File: config.mk
export PLATFORM = sky130hd
export DESIGN_NAME = ifetch
export DESIGN_NICKNAME = d
export VERILOG_FILES = /design/src/rtl/ifetch.sv
export SDC_FILE = /design/constraint.sdc
export NUM_CORES = 1
export LEC_CHECK = 0
export ABC_AREA = 1
export CORE_MARGIN = 5
export CORE_UTILIZATION = 42
export CTS_CLUSTER_DIAMETER = 150
export DETAILED_ROUTE_END_ITERATION = 8
export PLACE_DENSITY = 0.8
export SLEW_MARGIN = 20
export SYNTH_ARGS = -nofsm -noshare
export SYNTH_HDL_FRONTEND = slang
export SYNTH_SLANG_ARGS = --single-unit
export TNS_END_PERCENT = 20
File: constraint.sdc
create_clock -name clk -period 1.4 [get_ports clk]
set_input_delay 0.21 -clock clk [delete_from_list [all_inputs] [get_ports clk]]
set_output_delay 0.21 -clock clk [all_outputs]
set_load 0.02 [all_outputs]
File: src/rtl/ifetch.sv
// Instruction fetch unit: owns the PC, issues single-beat instruction-memory reads
// and holds the returned word in the IR for the datapath.
//
// state | meaning
// ------+-----------------------------------------------------------
// IDLE  | no fetch since reset; waiting for ir_load
// FETCH | imem_req asserted, imem_addr frozen; waiting for imem_ack
// VALID | IR holds a completed fetch; ir_load starts the next one
module ifetch #(
    parameter logic [15:0] RESET_PC = 16'h0000,
    parameter int          PC_W     = 16
) (
    input  logic            clk,
    input  logic            rst_f,
    input  logic            ir_load,
    input  logic            pc_write,
    input  logic            pc_sel,
    input  logic [PC_W-1:0] br_addr,
    output logic [PC_W-1:0] imem_addr,
    output logic            imem_req,
    input  logic            imem_ack,
    input  logic [31:0]     imem_data,
    output logic [31:0]     instruction,
    output logic            ir_valid,
    output logic [PC_W-1:0] pc_out
);

    typedef enum logic [1:0] {
        IDLE  = 2'd0,
        FETCH = 2'd1,
        VALID = 2'd2
    } state_e;

    state_e          state_q, state_d;
    logic [PC_W-1:0] pc_q, pc_d;
    logic [31:0]     ir_q, ir_d;
    logic            pend_q, pend_d;
    logic            pend_sel_q, pend_sel_d;
    logic [PC_W-1:0] pend_addr_q, pend_addr_d;

    always_ff @(posedge clk or negedge rst_f) begin
        if (!rst_f) begin
            state_q     <= IDLE;
            pc_q        <= PC_W'(RESET_PC);
            ir_q        <= 32'h0;
            pend_q      <= 1'b0;
            pend_sel_q  <= 1'b0;
            pend_addr_q <= '0;
        end else begin
            state_q     <= state_d;
            pc_q        <= pc_d;
            ir_q        <= ir_d;
            pend_q      <= pend_d;
            pend_sel_q  <= pend_sel_d;
            pend_addr_q <= pend_addr_d;
        end
    end

    always_comb begin
        state_d     = state_q;
        pc_d        = pc_q;
        ir_d        = ir_q;
        pend_d      = pend_q;
        pend_sel_d  = pend_sel_q;
        pend_addr_d = pend_addr_q;

        case (state_q)
            IDLE, VALID: begin
                if (pc_write) begin
                    pc_d = pc_sel ? br_addr : pc_q + PC_W'(1);
                end
                if (ir_load) begin
                    state_d = FETCH;
                end
            end
            FETCH: begin
                // PC must stay put while the read is outstanding; park the update.
                if (pc_write) begin
                    pend_d      = 1'b1;
                    pend_sel_d  = pc_sel;
                    pend_addr_d = br_addr;
                end
                if (imem_ack) begin
                    state_d = VALID;
                    ir_d    = imem_data;
                    if (pend_d) begin
                        pc_d = pend_sel_d ? pend_addr_d : pc_q + PC_W'(1);
                    end
                    pend_d = 1'b0;
                end
            end
            default: begin
                state_d = IDLE;
            end
        endcase
    end

    assign imem_addr   = pc_q;
    assign pc_out      = pc_q;
    assign instruction = ir_q;
    assign imem_req    = (state_q == FETCH);
    assign ir_valid    = (state_q == VALID);

endmodule

==> results of run 1 <==
-- cell usage in the layout, fill, tap and decap left out, types with 9 or more instances in the layout --
cell type / instances
buf_4: 70
dfrtp_2: 10
dfrtp_1: 58
clkbuf_8: 9
o21ai_0: 15
nand2_2: 10
o21ai_1: 13
nand2_1: 166
nor2_1: 31
a21oi_1: 16
dlygate4sd2_1: 46
inv_1: 33
clkdlybuf4s50_1: 52
-- cell type report --
cell class	instances	area share (%)
clock inverter	7	1.30
clock buffer	9	2.11
tap	108	2.31
inverter	41	2.80
sequential	68	29.2
timing repair buffer	199	30.4
multi-input combinational	337	31.8
-- final timing paths --
check / from / endpoint / slack, ps / cells after the start
setup / recovery: imem_addr[1]$_DFFE_PN0P_ / imem_addr[14]$_DFFE_PN0P_ / -90 / 9
hold / removal: imem_data[29] / instruction[29]$_DFFE_PN0P_ / 390 / 3
setup reg to reg: imem_addr[1]$_DFFE_PN0P_ / imem_addr[14]$_DFFE_PN0P_ / -90 / 9
hold reg to reg: instruction[11]$_DFFE_PN0P_ / instruction[11]$_DFFE_PN0P_ / 470 / 2
max in group asynchronous: rst_f / state_q[0]$_DFFE_PN0P_ / 670 / 3
min in group asynchronous: rst_f / imem_addr[1]$_DFFE_PN0P_ / 420 / 3
-- power breakdown --
group	total [mW]	internal, mW	switching, mW
Combinational	7.08	3.10	3.98
Sequential	3.57	2.87	0.695
Clock	1.64	0.831	0.806
Total	12.3	6.80	5.48
-- logic make-up (layout without fill, tap and decap cells) --
family / Yosys count / count (layout) / synth area share, %
AOI/OAI and AO/OA: 84 / 84 / 13.2
xor gates and xnor gates: 7 / 7 / 1.67
adders and majority gates: 1 / 1 / 0.341
buffers and inverters: 72 / 256 / 10.2
DFF: 68 / 68 / 46.4
muxes: 1 / 1 / 0.273
and+or+nand+nor: 244 / 244 / 27.9
-- flip-flops by register name, indices dropped and copies added (netlist names) --
signal,count
instruction,32
imem_addr,16
pend_addr_q,16
state_q,2
pend_q,1
pend_sel_q,1
-- repair_timing --
item	CTS	global route
hold buffers	1	0
setup endpoints to repair	83	30
gates resized for setup	121	86
hold endpoints to repair	68	0
setup buffers	4	16
pin swaps	3	26
-- layer usage --
| metal | wire, µm | share of wire, % | GRT usage (%) | up-vias |
|---|---|---|---|---|
| li1 | - | - | - | 1868 |
| met1 | 4400 | 39 | 27.4 | 1778 |
| met2 | 5180 | 46 | 33.0 | 206 |
| met3 | 1200 | 11 | 6.44 | 37 |
| met4 | 449 | 4.0 | 10.2 | 0 |
| met5 | 0 | 0 | 0 | - |
-- tightest hold or removal path: cells and delay by family --
kind | cells | cell delay [ps]
buf+inv | 1 | 390
simple gates | 2 | 100
==> summary.txt, run 1 <==
HPWL Detailed - 8.24 mm
die area - 10700 µm²
synth warn - 0
DRC - 0
leading area contributor after synthesis - dfrtp_1
Synth async-reset ratio - 100%
crit path DAT - 1720 ps
setup ws final - -91.0 ps
Required @ worst endpoint - 1630 ps
fin util - 67.9%
Lkg Pwr - 2.99 nW
drt total wl - 11.2 mm
pwr dens - 2100 nW/µm²
initial antenna violation count - 0
Syn Area/Cell - 7.70 µm²
first-pass GRT wire length - 17.9 mm
Crit path top cell by count - nand2_2
area share of the largest cell type after synthesis - 46.4%
sequential-to-total area share from yosys stat - 46.4%
Num CTS Buffers - 9
clock root buffer - clkbuf_8
number of flops mapped to enable cells by yosys - 0
largest net degree at the start of global routing - 69
placed cells - 732
cell area after layout - 5860 µm²
Vias - 3889
DP Worst Slack - -362 ps
final setup fails - 9
vias per cell - 5.06
Final Power - 12.3 mW
status - complete, but fails checks
Sum Neg Setup Slack - -461 ps
gpl congestion - 0.840
Slew Limit Fails - 0
CP endpoint kind - flip-flop
GRT Total Usage - 21.4%
Die X - 103 µm
Site Rows - 34
Max Cap Viol - 0
chip height - 103 µm
synth unique cells - 39
P&R area growth vs syn - 59.6%
Multi-input gate area - 1870 µm²
Synth Instances - 477
DR pass1 iterations - 6
CTS max path bufs - 2
# clock sinks - 68
Final Skew - 5.06 ps
RSZ-0062 raised after global routing - true
failing checks - negative setup slack
Mapped Nets - 532
Bufs and invs on worst path - 1
final global-route overflow total - 0
Synth top cells by count - nand2_1 (179), dfrtp_1 (68), nor2_1 (37), inv_1 (34), o21ai_0 (26)
Port Buffers - 119
CP max FO - 3
Synth Flop Type - dfrtp_1
Crit-path slowest cell - dfrtp_2
crit-path cells - buf_6, ha_4, nand3_4, nor2_4, nand3_2, nand2_2, nand2_2, o21ai_1, a21oi_1
share of cells above drive strength 1 - 29.8%
Min Hold Slack - 393 ps
DRT antenna net count - 0
Synth Cell Area - 3670 µm²
IO Pins - 120
most common cell in the netlist - nand2_1
Filler Cell Count - 697
CP max stage delay - 370 ps
Startpoint Class - flip-flop
Core ar. - 8640 µm²
crit path time final - 1490 ps
Seq cells post-synth - 68
Cell Count, Final, Fillers Out - 769
maximum vdd ir drop - 0.00111 V
Hold WC Path Type - input pin to flip-flop
CP delay by family, top - simple AND/OR/NAND/NOR gates
worst slew pin tran - 372 ps
Worst-Skew Late Latency - 340 ps
Tcrit/Tclk final - 107%
Initial DRC Count - 206
synth top area cells - dfrtp_1 (46%), nand2_1 (18%), nor2_1 (3.8%), o21ai_0 (3.5%), buf_4 (3.5%)
Slew HR - 75.0%
Crit Path Category - flip-flop to flip-flop
DR WL/cell - 14.6 µm
TritonCTS clock tree - done
register area - 1710 µm²
H-tree depth - 3
Max Clock Freq - 671 MHz
post-place instance area - 5320 µm²
vias in the first global route - 3769
initial core utilization - 42.5%
Antenna diodes - 0
Final Hold Fails - 0
clk slew on worst S/H paths - 80 ps
Final #Nets - 711
(Power assumes the default switching activity.)
==> inputs of run 2 (changes only) <==
--- a/config.mk
+++ b/config.mk
@@ -6,11 +6,12 @@
 export NUM_CORES = 1
 export LEC_CHECK = 0
 export ABC_AREA = 1
-export CORE_MARGIN = 5
-export CORE_UTILIZATION = 42
+export CORE_MARGIN = 3
+export CORE_UTILIZATION = 50
 export CTS_CLUSTER_DIAMETER = 150
 export DETAILED_ROUTE_END_ITERATION = 8
-export PLACE_DENSITY = 0.8
+export DONT_BUFFER_PORTS = 1
+export PLACE_DENSITY = 0.71
 export SLEW_MARGIN = 20
 export SYNTH_ARGS = -nofsm -noshare
 export SYNTH_HDL_FRONTEND = slang
==> run 2 against run 1 <==
Effect of this change: the flow finishes with violations (negative hold slack, negative setup slack); worst setup slack gained 12 ps; clock skew up 3.9 ps; cell count is 15% lower; die area decreased by 22%; routed wire length decreased by 8.9%; total power decreased by 12%; via count decreased by 10%; non-clock buffer count down 105; first-iteration DRC count fell by 7.3%; count of clock-buffer cells in the layout is 1 higher; cell area down 17%; sequential cell count stayed put; critical endpoint is now imem_addr[10]$_DFFE_PN0P_; largest cell class unchanged.
==> summary.txt, run 2 (synthesized netlist as in run 1, its figures left out) <==
status - complete, but fails checks
failing checks - negative hold slack, negative setup slack
chip height - 91.7 µm
Required @ worst endpoint - 1650 ps
Final Skew - 8.96 ps
share of cells above drive strength 1 - 26.9%
largest net degree at the start of global routing - 69
Num CTS Buffers - 9
RSZ-0062 raised after global routing - true
IO Pins - 120
Lkg Pwr - 2.45 nW
TritonCTS clock tree - done
final setup fails - 9
H-tree depth - 3
Final Hold Fails - 68
Initial DRC Count - 191
CP max FO - 7
Port Buffers - 0
Max Cap Viol - 0
first-pass GRT wire length - 15.6 mm
# clock sinks - 68
GRT Total Usage - 23.1%
commonest cells after routing, fill and taps aside - nand2_1 (169), dfrtp_1 (60), buf_4 (52)
DR WL/cell - 15.7 µm
Max Clock Freq - 676 MHz
clk slew on worst S/H paths - 80 ps
Final #Nets - 607
vias per cell - 5.34
final global-route overflow total - 0
maximum vdd ir drop - 0.00109 V
Vias - 3484
crit path time final - 1480 ps
CP max stage delay - 410 ps
Startpoint Class - flip-flop
Core ar. - 6940 µm²
DRC - 0
Multi-input gate area - 1820 µm²
CP delay by family, top - buffers and inverters
crit-path cells - inv_4, nand2_8, buf_12, buf_4, nor3_2, nor2_1, a22oi_1
Filler Cell Count - 513
Crit Path Category - flip-flop to flip-flop
HPWL Detailed - 6.72 mm
vias in the first global route - 3406
Tcrit/Tclk final - 106%
crit path DAT - 1730 ps
clock root buffer - clkbuf_8
setup ws final - -79.5 ps
Min Hold Slack - -440 ps
Site Rows - 30
die area - 8410 µm²
CTS max path bufs - 2
Crit-path slowest cell - dfrtp_1
worst slew pin tran - 454 ps
CP endpoint kind - flip-flop
P&R area growth vs syn - 32.7%
Slew Limit Fails - 0
DR pass1 iterations - 5
initial antenna violation count - 0
initial core utilization - 52.9%
gpl congestion - 0.870
register area - 1710 µm²
DRT antenna net count - 0
drt total wl - 10.2 mm
Antenna diodes - 0
Bufs and invs on worst path - 3
Sum Neg Setup Slack - -233 ps
Worst-Skew Late Latency - 340 ps
pwr dens - 2220 nW/µm²
Hold WC Path Type - input pin to async pin
Slew HR - 69.4%
Die X - 91.7 µm
commonest non-fill, non-tap cell in the layout - nand2_1
Largest register FFs - 32
[run 2: cell count changes in the layout (fill, tap and decap cells not counted), sizes merged]
| cell | before | now |
|---|---|---|
| dlygate4sd3 | 1 | 33 |
| clkinvlp | 2 | 1 |
| clkdlybuf4s50 | 52 | 0 |
| dlygate4sd2 | 46 | 0 |
| buf | 92 | 60 |
| inv | 42 | 43 |
| nand2 | 182 | 183 |
| clkbuf | 16 | 11 |
| clkinv | 3 | 2 |
| clkdlybuf4s15 | 1 | 0 |
[run 2: path summary, 6_finish.rpt]
check,cells after the start,start,slack [ps],to
max reg2reg,7,state_q[1]$_DFFE_PN0P_,-80,imem_addr[10]$_DFFE_PN0P_
min in group clk,2,ir_load,30,state_q[0]$_DFFE_PN0P_
min reg2reg,1,pend_addr_q[3]$_DFFE_PN0N_,480,pend_addr_q[3]$_DFFE_PN0N_
min,0,rst_f,-440,imem_addr[7]$_DFFE_PN0P_
max,7,state_q[1]$_DFFE_PN0P_,-80,imem_addr[10]$_DFFE_PN0P_
max in group asynchronous,0,rst_f,1700,imem_addr[5]$_DFFE_PN0P_
[run 2: cell type report]
| type | instances | share of cell area [%] |
|---|---|---|
| inverters | 41 | 3.37 |
| well taps | 96 | 2.47 |
| repair buffers | 94 | 17.6 |
| clock inverters | 6 | 1.49 |
| clock buffers | 10 | 2.62 |
| flip-flops and latches | 68 | 35.1 |
| multi-input cells | 338 | 37.3 |
[run 2: per-layer routing]
| metal | vias to the layer above | track usage, % | share of wire, % |
|---|---|---|---|
| li1 | 1655 | - | - |
| met1 | 1627 | 28.1 | 40 |
| met2 | 175 | 37.9 | 48 |
| met3 | 27 | 7.30 | 9.0 |
| met4 | 0 | 9.92 | 2.9 |
| met5 | - | 0 | 0 |
[run 2: metrics by stage]
step	std cells	cell area (µm²)	power [mW]	worst slack (ps)	utilization, %
after global placement	592	4000	8.20	-0.878	57.6
after detailed placement	592	4000	8.32	-68.3	57.6
after global routing	653	4870	11.5	-138	70.1
final	653	4870	10.8	-79.5	70.1
after floorplan	477	3690	7.09	-6.77	-
after CTS	640	4540	10.1	-100	65.4
[run 2: repair_timing]
action                                  in CTS  in global routing
endpoints found under the setup margin      11                 51
hold buffers                                32                  1
pin swaps                                    0                 19
setup buffers                                0                  9
resized for setup                            7                 62
hold endpoints to repair                   100                 69
gates cloned                                 0                  3
[run 2: where the power goes]
part | internal [mW] | leakage [nW] | switching [mW]
Combinational | 2.05 | 1.54 | 3.03
Clock | 0.842 | 0.0975 | 0.789
Sequential | 2.87 | 0.812 | 1.23
[run 2: worst register-to-register path, delay by kind of cell (launching register included)]
family                 cells  cell delay (ps)
buffers and inverters      3              420
flip-flops                 1              410
AND/OR/NAND/NOR            3              380
AO/OA/AOI/OAI              1              190
==> variant (flow settings as in run 2) <==
Take the reset off `ir_q` and `pend_addr_q` and load them in a clocked block of their own.
--- a/src/rtl/ifetch.sv
+++ b/src/rtl/ifetch.sv
@@ -42,18 +42,19 @@
         if (!rst_f) begin
             state_q     <= IDLE;
             pc_q        <= PC_W'(RESET_PC);
-            ir_q        <= 32'h0;
             pend_q      <= 1'b0;
             pend_sel_q  <= 1'b0;
-            pend_addr_q <= '0;
         end else begin
             state_q     <= state_d;
             pc_q        <= pc_d;
-            ir_q        <= ir_d;
             pend_q      <= pend_d;
             pend_sel_q  <= pend_sel_d;
-            pend_addr_q <= pend_addr_d;
         end
+    end
+
+    always_ff @(posedge clk) begin
+        ir_q        <= ir_d;
+        pend_addr_q <= pend_addr_d;
     end
 
     always_comb begin
Formal check against the unedited RTL: differs if rst_f is asserted again (counterexample within 4 cycles, from zero or initial values and one cycle with rst_f low); with rst_f held inactive, the same outputs for 10 cycles.
==> variant against run 2 <==
  * The run ends with negative setup slack left
  * Final area shrank 6.1%
  * Die area is 1.2% lower
  * Wire length shrank 17%
  * Synthesized cell count is 16% lower
  * Setup slack improved by 59 ps
  * Combinational power fell by 21%
  * Total power down 19%
  * Area after synthesis fell by 1.3%
  * Sequential cell count stayed put
  * Critical endpoint is now imem_addr[8]$_DFFE_PN0P_
==> variant: results (changes against run 2) <==
status: "finished with violations"  # unchanged
violations: "negative setup slack"  # was negative hold slack, negative setup slack
largest_reg_flops: 32  # unchanged
grt_pass1_wl_um: 13810  # was 15630 um
root_buffer: "clkbuf_8"  # unchanged
worstHoldStart: "ir_load"
ys.flop_type: "edfxtp_1"  # was dfrtp_1
clk_latency_ps: 340  # about the same
synth_edf_count: 48  # was 0
drive_gt1_share_pct: 25.11  # was 26.93%
clockBufferDepth: 2  # unchanged
cts_made_buffers: 9  # unchanged
dpl_cell_area_mm2: 0.003829  # was 0.004001 mm2
hold_class: "primary input to register"  # was primary input to async pin
maxCapViolations: 0  # unchanged
p_leak_nw: 1.996  # was 2.447 nW
wl_per_cell_um: 15.20  # was 15.68 um
crit_start: "imem_addr[0]$_DFFE_PN0P_"  # was state_q[1]$_DFFE_PN0P_
yosysSeqAreaShare_pct: 53.59  # was 46.35%
setup-violations-final: 4  # was 9
grt_pass1_vias: 2863  # was 3406
synth_cell_types: 32  # was 39
clkTransAtPathRegs_ps: 80  # about the same
antenna_found_initial: 0  # unchanged
crit_path_max_fanout: 3  # was 7
fin_cells: 562  # was 653
fin_skew_ps: 9.543  # was 8.965 ps
async_flop_share_pct: 29.41  # was 100.0%
dp_cells: 503  # was 592
dp.final_hpwl_um: 5666  # was 6720 um
drt_iter0_drc: 183  # was 191
synth-warning-count: 0  # unchanged
layout_setup_ws_ps: -20.05  # was -79.50 ps
syn_avg_cell_area_um2: 9.081  # was 7.696 um2
io_buffers: 0  # unchanged
use_met2_pct: 33.78  # was 37.92%
synth.area.top_cells: "edfxtp_1 (40%), dfrtp_1 (14%), nand2_1 (11%)"  # was dfrtp_1 (46%), nand2_1 (18%), nor2_1 (3.8%)
htree_levels: 3  # unchanged
final_nets: 516  # was 607
avgViaCountPerCell: 5.080  # was 5.335
grt_use_met3_pct: 6.711  # was 7.301%
place_congestion: 0.8017  # was 0.8699
globalRouteTotalUtil_pct: 20.97  # was 23.14%
synth_top_cells_by_count: "nand2_1 (108), edfxtp_1 (48), inv_1 (48)"  # was nand2_1 (179), dfrtp_1 (68), nor2_1 (37)
nFillCells: 540  # was 513
antenna_cells: 0  # unchanged
crit_arrival_ps: 1660  # was 1730 ps
grt_max_degree: 27  # was 69
met1_usage_pct: 25.72  # was 28.06%
synth.net_count: 454  # was 532
peakVddDrop_uv: 892.0  # was 1090 uV
slew_headroom_pct: 33.27  # was 69.39%
first_pass_iters: 5  # unchanged
variant: changes by cell type after synthesis, moves of 5 or more:
cell and change:
o21ai_0 -11, o21ai_1 +8, a21oi_2 +5, nand2_1 -71, nand3_1 +9, inv_1 +14
edfxtp_1 +48, or2_0 +5, dfrtp_1 -48, a21oi_1 -11, nor2_1 -23
variant: power by group:
group	internal [mW]	switching, mW	total [mW]	leakage (nW)
Combinational	1.57	2.43	3.99	1.21
Sequential	2.67	0.491	3.16	0.679
Clock	0.834	0.790	1.62	0.104
variant: layout make-up:
type | instances | area, um2 | share of cell area (%)
sequential | 68 | 1952 | 42.68
multi-input combinational | 245 | 1350 | 29.52
timing repair buffer | 82 | 738.2 | 16.14
inverter | 55 | 214.0 | 4.679
clock buffer | 9 | 123.9 | 2.709
tap | 96 | 120.1 | 2.627
clock inverter | 7 | 75.07 | 1.642
variant: final timing paths:
path / endpoint / slack [ps] / cells after the start
min in group asynchronous: imem_addr[2]$_DFFE_PN0P_ / 470 / 1
hold reg to reg: pend_q$_DFFE_PN0N_ / 530 / 2
max in group asynchronous: imem_addr[10]$_DFFE_PN0P_ / 250 / 1
hold / removal: state_q[0]$_DFFE_PN0P_ / 30 / 2
setup reg to reg: imem_addr[8]$_DFFE_PN0P_ / -20 / 10
setup / recovery: imem_addr[8]$_DFFE_PN0P_ / -20 / 10
variant: cell families after synthesis:
| kind of cell | share of synthesized area [%] |
|---|---|
| xor+xnor | 1.692 |
| simple gates | 21.20 |
| flops | 53.59 |
| buf+inv | 12.12 |
| compound gates | 10.77 |
| mux | 0.2763 |
| fa+ha+maj | 0.3452 |
variant: what timing repair did:
action | CTS | global route
gates resized for setup | 20 | 16
endpoints found under the setup margin | 7 | 29
buffers inserted | 5 | 3
hold buffers | 35 | 0
pin swaps | 12 | 11
gates cloned | 0 | 0
hold endpoints to repair | 54 | 0
variant: per-stage QoR:
stage	setup TNS, ps	hold WS (ps)	setup slack (ps)
2_1_floorplan	-7140	-85.59	-150.8
3_5_place_dp	-91.80	-84.52	-50.01
4_1_cts	-138.0	25.93	-39.43
3_3_place_gp	-24.30	-84.49	-24.30
6_report	-32.17	34.66	-20.05
5_1_grt	-1041	56.13	-133.6
variant: routing by layer:
metal	share of wire (%)	vias to the layer above
li1	-	1404
met1	41	1296
met2	48	137
met3	8.6	18
met4	2.0	0
met5	0	-
variant: critical path: stages, from the launching register on:
cell,delay [ps]
dfrtp_2,450
ha_4,180
nand3_4,110
inv_4,50
nand2_4,70
xor2_1,180
nand2_1,70
nand2_1,60
nand2_1,50
nand2_1,50
nand2_1,50
